**src/rtl/regfile_pkg.sv**
```systemverilog
// Shared types and default sizes for the gen2 register file.
package regfile_pkg;
  localparam int RF_W  = 8;
  localparam int RF_D  = 4;
  localparam int RF_NF = 4;

  typedef enum logic {RF_IDLE, RF_LOAD_PEND} rf_state_e;

  typedef enum logic [1:0] {
    FLG_GE = 2'd0,
    FLG_EQ = 2'd1,
    FLG_LT = 2'd2,
    FLG_OV = 2'd3
  } flag_idx_e;
endpackage

```
**src/rtl/regfile_gen2_rf_read_mux.sv**
```systemverilog
// One read port: shift-pair address override, then zero register, bypass, array read.
module rf_read_mux #(
  parameter int W       = 8,
  parameter int D       = 4,
  parameter int PORT    = 0,
  parameter int SHIFT_A = 6,
  parameter int SHIFT_B = 7,
  parameter int ZERO_R0 = 0,
  parameter int BYPASS  = 1
) (
  input  logic                     Shift,
  input  logic [D-1:0]             Addr,
  input  logic [(1<<D)-1:0][W-1:0] Regs,
  input  logic                     WrKeep,
  input  logic [D-1:0]             WrAddr,
  input  logic [W-1:0]             DataIn,
  output logic [W-1:0]             DataOut
);
  logic [D-1:0] effAddr;

  // Shift redirects the address only; zero and bypass still apply to the redirected read.
  always_comb begin
    effAddr = Addr;
    if (Shift && PORT == 0) effAddr = D'(SHIFT_A);
    if (Shift && PORT == 1) effAddr = D'(SHIFT_B);
  end

  always_comb begin
    DataOut = Regs[effAddr];
    if (ZERO_R0 != 0 && effAddr == '0)
      DataOut = '0;
    else if (BYPASS != 0 && WrKeep && effAddr == WrAddr)
      DataOut = DataIn;
  end
endmodule

```
**src/rtl/regfile_gen2.sv**
```systemverilog
// Register file with NRD read ports, one write port, two-cycle immediate load and flag register.
module regfile_gen2
  import regfile_pkg::*;
#(
  parameter int W       = RF_W,
  parameter int D       = RF_D,
  parameter int NRD     = 2,
  parameter int NF      = RF_NF,
  parameter int SHIFT_A = 6,
  parameter int SHIFT_B = 7,
  parameter int ZERO_R0 = 0,
  parameter int BYPASS  = 1,
  parameter int STICKY  = 0
) (
  input  logic                    Clk,
  input  logic                    Reset,
  input  logic                    Start,
  input  logic                    WriteEn,
  input  logic                    RegSet,
  input  logic                    Shift,
  input  logic [NRD-1:0][D-1:0]   Raddr,
  input  logic [D-1:0]            Waddr,
  input  logic [W-1:0]            DataIn,
  input  logic                    FlagSetEn,
  input  logic [NF-1:0]           FlagIn,
  output logic [NRD-1:0][W-1:0]   DataOut,
  output logic [NF-1:0]           Flags,
  output logic                    IsLoadingReg,
  output logic                    DbgState
);
  logic [(1<<D)-1:0][W-1:0] regs;
  rf_state_e                state;
  logic [D-1:0]             loadTgt;
  logic                     loadPend;
  logic                     weEff;
  logic                     wrKeep;
  logic [D-1:0]             wAddrEff;

  assign loadPend = (state == RF_LOAD_PEND);
  assign weEff    = !Reset && !Start && (loadPend || WriteEn);
  assign wAddrEff = loadPend ? loadTgt : (Shift ? D'(SHIFT_B) : Waddr);
  // A write to R0 with the zero register enabled is dropped, so it must not bypass either.
  assign wrKeep   = weEff && !(ZERO_R0 != 0 && wAddrEff == '0);

  assign IsLoadingReg = loadPend;
  assign DbgState     = state;

  always_ff @(posedge Clk) begin
    if (Reset) begin
      regs    <= '0;
      state   <= RF_IDLE;
      loadTgt <= '0;
      Flags   <= '0;
    end else begin
      if (wrKeep) regs[wAddrEff] <= DataIn;

      case (state)
        RF_IDLE: begin
          if (RegSet && !Start) begin
            state   <= RF_LOAD_PEND;
            loadTgt <= Raddr[1];
          end
        end
        RF_LOAD_PEND: state <= RF_IDLE;
        default:      state <= RF_IDLE;
      endcase

      if (FlagSetEn)        Flags <= FlagIn;
      else if (STICKY == 0) Flags <= '0;
    end
  end

  for (genvar i = 0; i < NRD; i++) begin : g_rd
    rf_read_mux #(
      .W(W), .D(D), .PORT(i), .SHIFT_A(SHIFT_A), .SHIFT_B(SHIFT_B),
      .ZERO_R0(ZERO_R0), .BYPASS(BYPASS)
    ) u_mux (
      .Shift  (Shift),
      .Addr   (Raddr[i]),
      .Regs   (regs),
      .WrKeep (wrKeep),
      .WrAddr (wAddrEff),
      .DataIn (DataIn),
      .DataOut(DataOut[i])
    );
  end
endmodule

```
**config.mk**
```make
export PLATFORM = sky130hd
export DESIGN_NAME = regfile_gen2
export DESIGN_NICKNAME = d
export VERILOG_FILES = /design/src/rtl/regfile_pkg.sv /design/src/rtl/regfile_gen2_rf_read_mux.sv /design/src/rtl/regfile_gen2.sv
export SDC_FILE = /design/constraint.sdc
export NUM_CORES = 1
export LEC_CHECK = 0
export CORE_UTILIZATION = 45
export DETAILED_ROUTE_END_ITERATION = 8
export HOLD_SLACK_MARGIN = 0.08
export PLACE_DENSITY = 0.66
export SYNTH_ARGS = -nofsm -noshare
export SYNTH_HDL_FRONTEND = slang
export SYNTH_SLANG_ARGS = --single-unit
```
**constraint.sdc**
```tcl
create_clock -name Clk -period 2 [get_ports Clk]
set_input_delay 0.2 -clock Clk [delete_from_list [all_inputs] [get_ports Clk]]
set_output_delay 0.2 -clock Clk [all_outputs]
set_load 0.05 [all_outputs]
```
==> results of run 1 <==
-- worst max-delay path by stage --
stage                        endpoint  slack, ps  cells past startpoint
final                      DataOut[3]       -500                      7
after global routing       DataOut[3]       -550                      6
after CTS                  DataOut[3]       -490                      7
after detailed placement   DataOut[3]       -440                      8
after global placement    DataOut[12]       -440                      8
after floorplan            DataOut[0]       -160                      7
-- worst register-to-register path, cell delays in order, from the launching register on --
cell and delay, ps:
dfxtp_4 370, buf_12 140, and2b_2 220, nor4b_4 350, buf_6 230, nand3_4 100
buf_12 160, mux2i_2 200, nor2_1 80
-- where the power goes --
group	leakage [nW]	switching (mW)	total, mW	internal [mW]
clock network	0.286	1.29	3.12	1.83
logic	3.03	0.780	1.38	0.595
registers	1.11	0.0204	2.77	2.75
-- area by class of cell --
cell class                 instances  share of cell area, %
sequential                       137                  24.58
tap                              229                  2.557
timing repair buffer             212                  19.24
clock buffer                      21                  4.198
multi-input combinational        667                  47.83
inverter                          18                 0.6030
clock inverter                    11                 0.9938
-- stage by stage --
stage          hold WS (ps)  cell area [µm²]  setup TNS (ps)  cells
6_report              267.4            11210           -6547   1295
5_1_grt               268.7            11210           -7596   1295
4_1_cts               258.4            10970           -6491   1285
3_5_place_dp          479.4            10220          -18620   1248
3_3_place_gp          476.4            10220          -15630   1248
2_1_floorplan         321.7             8373           -2420    911
-- flip-flops by register name, indices dropped and copies added, names as in the netlist --
register / cells
regs: 128
Flags: 4
loadTgt: 4
DbgState: 1
-- layout by cell type (no fill, tap or decap), types with 19 or more instances in the layout --
cell type	netlist	final
a21oi_1	53	49
buf_12	0	33
buf_4	7	128
clkdlybuf4s50_1	0	24
dfxtp_1	137	132
mux2i_1	134	124
mux4_2	24	24
nand2_1	22	19
nand3_1	34	31
nor2_1	134	134
nor2b_1	29	27
o21ai_0	59	47
-- layer usage --
layer | wire, µm | track usage (%) | vias to the layer above | part of all wire [%]
li1 | - | - | 3593 | -
met4 | 1689 | 19.11 | 0 | 5.9
met3 | 2131 | 6.667 | 105 | 7.4
met1 | 11450 | 38.65 | 3768 | 40
met2 | 13490 | 50.56 | 378 | 47
met5 | 0 | 0 | - | 0
-- what timing repair did --
item	in CTS	in global routing
pin swaps	9	15
endpoints found under the setup margin	31	86
resized for setup	36	48
buffers inserted	5	11
gates cloned	0	0
-- cells by family (layout without fill, tap and decap cells) --
logic type      count (synthesis)  after routing  synth area share (%)
mux                           180            180                 25.95
simple gates                  275            275                 17.47
buf+inv                       107            262                 5.641
compound gates                202            202                 16.45
xor+xnor                       10             10                 1.067
flops                         137            137                 33.42
==> metrics, run 1 <==
Setup Skew about 10 ps; vias 7,844; Synth area leaders dfxtp_1, mux2i_1, mux4_2; Net count, final between 1,000 and 1,500; critical path data arrival time 2300 ps; DR iter-0 viols 794; FF-to-FF path depth 8; Tot GR Track Use a little under a third; slowest stage delay, CP about 370 ps; R2R Setup Slk 30 ps; starting density of the core a little under half; remaining global-route overflow 0; vias per inst about 6; status finished, violations left; first-pass GRT wire length about 43,000 µm; largest net degree at the start of global routing 71; hold path start Reset; Clock Latency Late Sink ~430 ps; synth warn 0; Core ar. approximately 18,000 µm²; CTS Root Cell clkbuf_16; Slew @ Worst Pin roughly 800 ps; # diodes 0; min Tclk post-route 2505 ps; final core occ 62.59%; P_leak 4.421 nW; violated checks negative setup slack; first drt pass iteration count 6; crit-path max FO 8; CP Class reg -> out; synthesized net count 942; slowest library cell on the worst path dfxtp_4; Die Y approximately 140 µm; period utilization 125.2%; num ports 53; Slew HR 46.31%; CP Buf/Inv Count 2; worst-path cell chain or2_4 > nor2_1 > a21oi_1 > nor4bb_4 > buf_12 > mux2i_4 > buf_12; CTS buffer count 17; hold-fix buffers at CTS 0; Clock Tree Buf Depth 2; Detailed Route WL 28,760 µm; Final Total Pwr slightly above 7 mW; top-area cell type share of the netlist area between 30 and 40%; Final Hold Fails 0; RSZ-0062 raised after global routing yes; Post-synth top cells dfxtp_1, mux2i_1, nor2_1, o21ai_0, a21oi_1; most used cell, CP buf_12; Hold Crit Depth 3; Final setup viols 16; max_cap viols 0; ratio of cells with drive above 1 in the final layout between 30 and 40%; fill count between 1,500 and 2,000; Seq/Total Area, Yosys about a third; die footprint about 19,000 µm²; Area Growth Syn to Fin 36.54%; max frequency 0.3992 GHz; Top Family by Delay on Critical Path simple AND/OR/NAND/NOR gates; PnR worst setup slack -504.8 ps; vias in the first global route 7,597; H-tree depth 4; crit end category output pin; most instantiated library cell after synthesis dfxtp_1; multi-input logic area roughly 5400 µm²; initial antenna violation count 0; TritonCTS clock tree yes; Sink Count between 100 and 150; Top FF cell, synth dfxtp_1; Hold WC Path Type in -> reg; Worst EP required 1800 ps; P per Cell Area roughly 650 nW/µm²; Synth Instances just over 900; origin of the critical flop-to-flop path DbgState; CTS clk-pin slew, worst paths around 60 ps; DRC viols 0; HPWL Detailed 20,400 µm; # rows between 40 and 50; Max Slew Vio Count 0; syn_area_per_cell 9.008 µm²; number of synthesized flops with an enable pin 0; Peak VDD IR around 640 µV; Wirelength per Cell around 22 µm; #FFs+latches synth 137; Placer Congestion a little under 1; Setup crit start DbgState; WHS Endpoint regs[28]; number of I/O port buffers between 50 and 60; FF-to-FF End regs[90]; ys async rst share 0%; Netlist cell types 52; startpoint types flip-flop; Die X ~140 µm; Seq. cell area roughly 2800 µm²; ANT nets after route 0; post-synthesis cell area roughly 8200 µm²; post-synth top area cell dfxtp_1; Place WS -436.1 ps
(Power assumes the default switching activity.)
==> inputs of run 2 (changes only) <==
==> constraint.sdc (replaced) <==
create_clock -name Clk -period 2 [get_ports Clk]
set_input_delay 0.4 -clock Clk [delete_from_list [all_inputs] [get_ports Clk]]
set_output_delay 0.4 -clock Clk [all_outputs]
set_load 0.05 [all_outputs]
==> run 2 against run 1 <==
Design area rose by 2.3%. Wire length is 0.55% lower. Via count rose by 1.4%. The run still ends with negative setup slack left. Worst hold slack gained 220 ps. Core utilization is 1.5 points higher. Cell count up 1.8%. Critical path type unchanged. First-iteration DRC count rose by 16%. Largest cell class unchanged. Global-route usage is 0.13 points higher. Flip-flop and latch count is the same. Critical endpoint is now DataOut[5].
==> metrics, run 2 (synthesis gave the netlist of run 1 again) <==
DRC viols 0 (unchanged); slowest stage delay, CP 370 ps (about the same); min Tclk post-route 2675 ps (was 2505 ps); violated checks negative setup slack (unchanged); P per Cell Area 627.1 nW/µm² (was 648.7 nW/µm²); most used cell, CP buf_12 (unchanged); Switching Power 2.073 mW (was 2.094 mW); critical path data arrival time 2270 ps (was 2300 ps); vias per inst 6.036 (was 6.057); Wirelength per Cell 21.70 µm (was 22.21 µm); P_leak 4.501 nW (was 4.421 nW); worst-path cell chain or2_4 > nor2_1 > a21oi_1 > nor4bb_4 > buf_12 > mux2i_4 > buf_12 (unchanged); status finished, violations left (unchanged); fill count 1,430 (was 1,501); Clk pwr share 42.0% (was 43.0%); crit-path max FO 8 (unchanged); Max Slew Vio Count 0 (unchanged); dpl cell area 10,460 µm² (was 10,220 µm²); top flop regs regs (128), Flags (4), loadTgt (4) (unchanged); die footprint 18,780 µm² (unchanged); Die Y 137.0 µm (unchanged); final core occ 64.05% (was 62.59%); Tot GR Track Use 31.65% (was 31.52%); # diodes 0 (unchanged); num ports 53 (unchanged); combinational share of power 19.5% (was 18.9%); Final Instance Area 11,470 µm² (was 11,210 µm²); crit end category output pin (unchanged); hold-fix buffers at CTS 0 (unchanged); initial antenna violation count 0 (unchanged); Clock Latency Late Sink 430 ps (about the same); Placer Congestion 0.9707 (was 0.9749); R2R Setup Slk -30 ps (was 30 ps); Slew HR 39.83% (was 46.31%); CTS clk-pin slew, worst paths 60 ps (about the same); vias in the first global route 7,847 (was 7,597); Core ar. 17,900 µm² (unchanged); Worst EP required 1600 ps (was 1800 ps); starting density of the core 45.84% (unchanged); vias 7,955 (was 7,844); Die X 137.0 µm (unchanged); CTS Root Cell clkbuf_16 (unchanged); largest net degree at the start of global routing 77 (was 71); slowest library cell on the worst path dfxtp_4 (unchanged); remaining global-route overflow 0 (unchanged); RSZ-0062 raised after global routing yes (unchanged); # rows 49 (unchanged); first drt pass iteration count 6 (unchanged); CTS buffer count 17 (unchanged); period utilization 133.7% (was 125.2%); HPWL Detailed 20,240 µm (was 20,400 µm); Top Family by Delay on Critical Path simple AND/OR/NAND/NOR gates (unchanged); startpoint types flip-flop (unchanged); Net count, final 1,108 (was 1,084); Slew @ Worst Pin 902.5 ps (was 805.3 ps); FF-to-FF path depth 9 (was 8); ratio of cells with drive above 1 in the final layout 33.61% (was 30.68%); max reg flops 128 (unchanged); Net Sw Frac 28.84% (was 28.81%); Flop pwr share 38.5% (was 38.1%); CP Buf/Inv Count 2 (unchanged); Area Growth Syn to Fin 39.72% (was 36.54%); worst setup path endpoint DataOut[5] (was DataOut[3]); TritonCTS clock tree yes (unchanged); commonest non-fill, non-tap cells in the layout buf_4, dfxtp_1, nor2_1 (was nor2_1, dfxtp_1, buf_4); PnR worst setup slack -674.7 ps (was -504.8 ps); Setup crit start DbgState (unchanged); first-pass GRT wire length 43,670 µm (was 43,480 µm); Final Hold Fails 0 (unchanged); Final setup viols 32 (was 16); DR iter-0 viols 922 (was 794); Detailed Route WL 28,600 µm (was 28,760 µm); Sink Count 137 (unchanged); max frequency 0.3739 GHz (was 0.3992 GHz); FF-to-FF End regs[93] (was regs[90]); ANT nets after route 0 (unchanged); number of I/O port buffers 52 (unchanged); Pint 5.117 mW (was 5.175 mW); WHS 483.0 ps (was 267.4 ps); H-tree depth 4 (unchanged); origin of the critical flop-to-flop path DbgState (unchanged); CP Depth 7 (unchanged); most common library cell in the layout ignoring fill and taps buf_4 (was nor2_1); Clock Tree Buf Depth 2 (unchanged); Peak VDD IR 653.1 µV (was 638.3 µV); Setup Skew 5.958 ps (was 10.03 ps); max_cap viols 0 (unchanged); Biggest register regs (unchanged); CP Class reg -> out (unchanged); Hold WC Path Type in -> reg (unchanged)
## run 2: final cells by class
type                            instances  area, µm²  share of cell area, %
Multi-Input combinational cell        667       5446                  47.50
Clock buffer                           20      456.7                  3.983
Sequential cell                       137       2748                  23.96
Inverter                               18      67.56                 0.5893
Tap cell                              229      286.5                  2.499
Clock inverter                         11      97.59                 0.8512
Timing Repair Buffer                  236       2364                  20.61
## run 2: worst min path at each step
stage               startpoint    endpoint  slack [ps]  cells past startpoint
finish                Raddr[7]  loadTgt[3]         480                      3
global route          Raddr[7]  loadTgt[3]         490                      3
CTS                   Raddr[7]  loadTgt[3]         470                      3
detailed placement    regs[44]    regs[44]         480                      2
global placement      regs[54]    regs[54]         480                      2
floorplan             regs[54]    regs[54]         460                      2
## run 2: what timing repair did
item,CTS,global route
pin swaps,7,30
buffers inserted,6,5
resized for setup,48,72
endpoints found under the setup margin,135,138
## run 2: worst min-delay path: stages
cell	delay (ps)
dlygate4sd2_1	290
mux2i_1	100
nor2_1	90
## run 2: power by group through the flow
stage / Sequential [mW] / Combinational [mW] / Clock (mW)
6_report: 2.77 / 1.40 / 3.02
5_1_grt: 2.77 / 1.46 / 3.16
4_1_cts: 2.77 / 1.33 / 3.04
3_5_place_dp: 2.83 / 1.29 / 0
3_3_place_gp: 2.83 / 1.29 / 0
2_1_floorplan: 2.84 / 0.708 / 0
## run 2: routing by layer
layer / global-route usage (%) / part of all wire, % / wire length, µm / vias up
li1: - / - / - / 3638
met1: 39.62 / 41 / 11620 / 3831
met2: 50.59 / 46 / 13280 / 392
met3: 6.852 / 8.2 / 2348 / 94
met4: 17.22 / 4.7 / 1355 / 0
met5: 0 / 0 / 0 / -
## run 2: metrics by stage
step | setup TNS [ps] | total power, mW | setup slack [ps] | std cells
after floorplan | -5541 | 3.543 | -354.2 | 911
final | -10460 | 7.191 | -674.7 | 1318
after detailed placement | -55460 | 4.119 | -808.8 | 1277
after global placement | -51950 | 4.114 | -797.9 | 1277
after global routing | -15630 | 7.388 | -751.5 | 1318
after CTS | -11230 | 7.143 | -746.9 | 1314
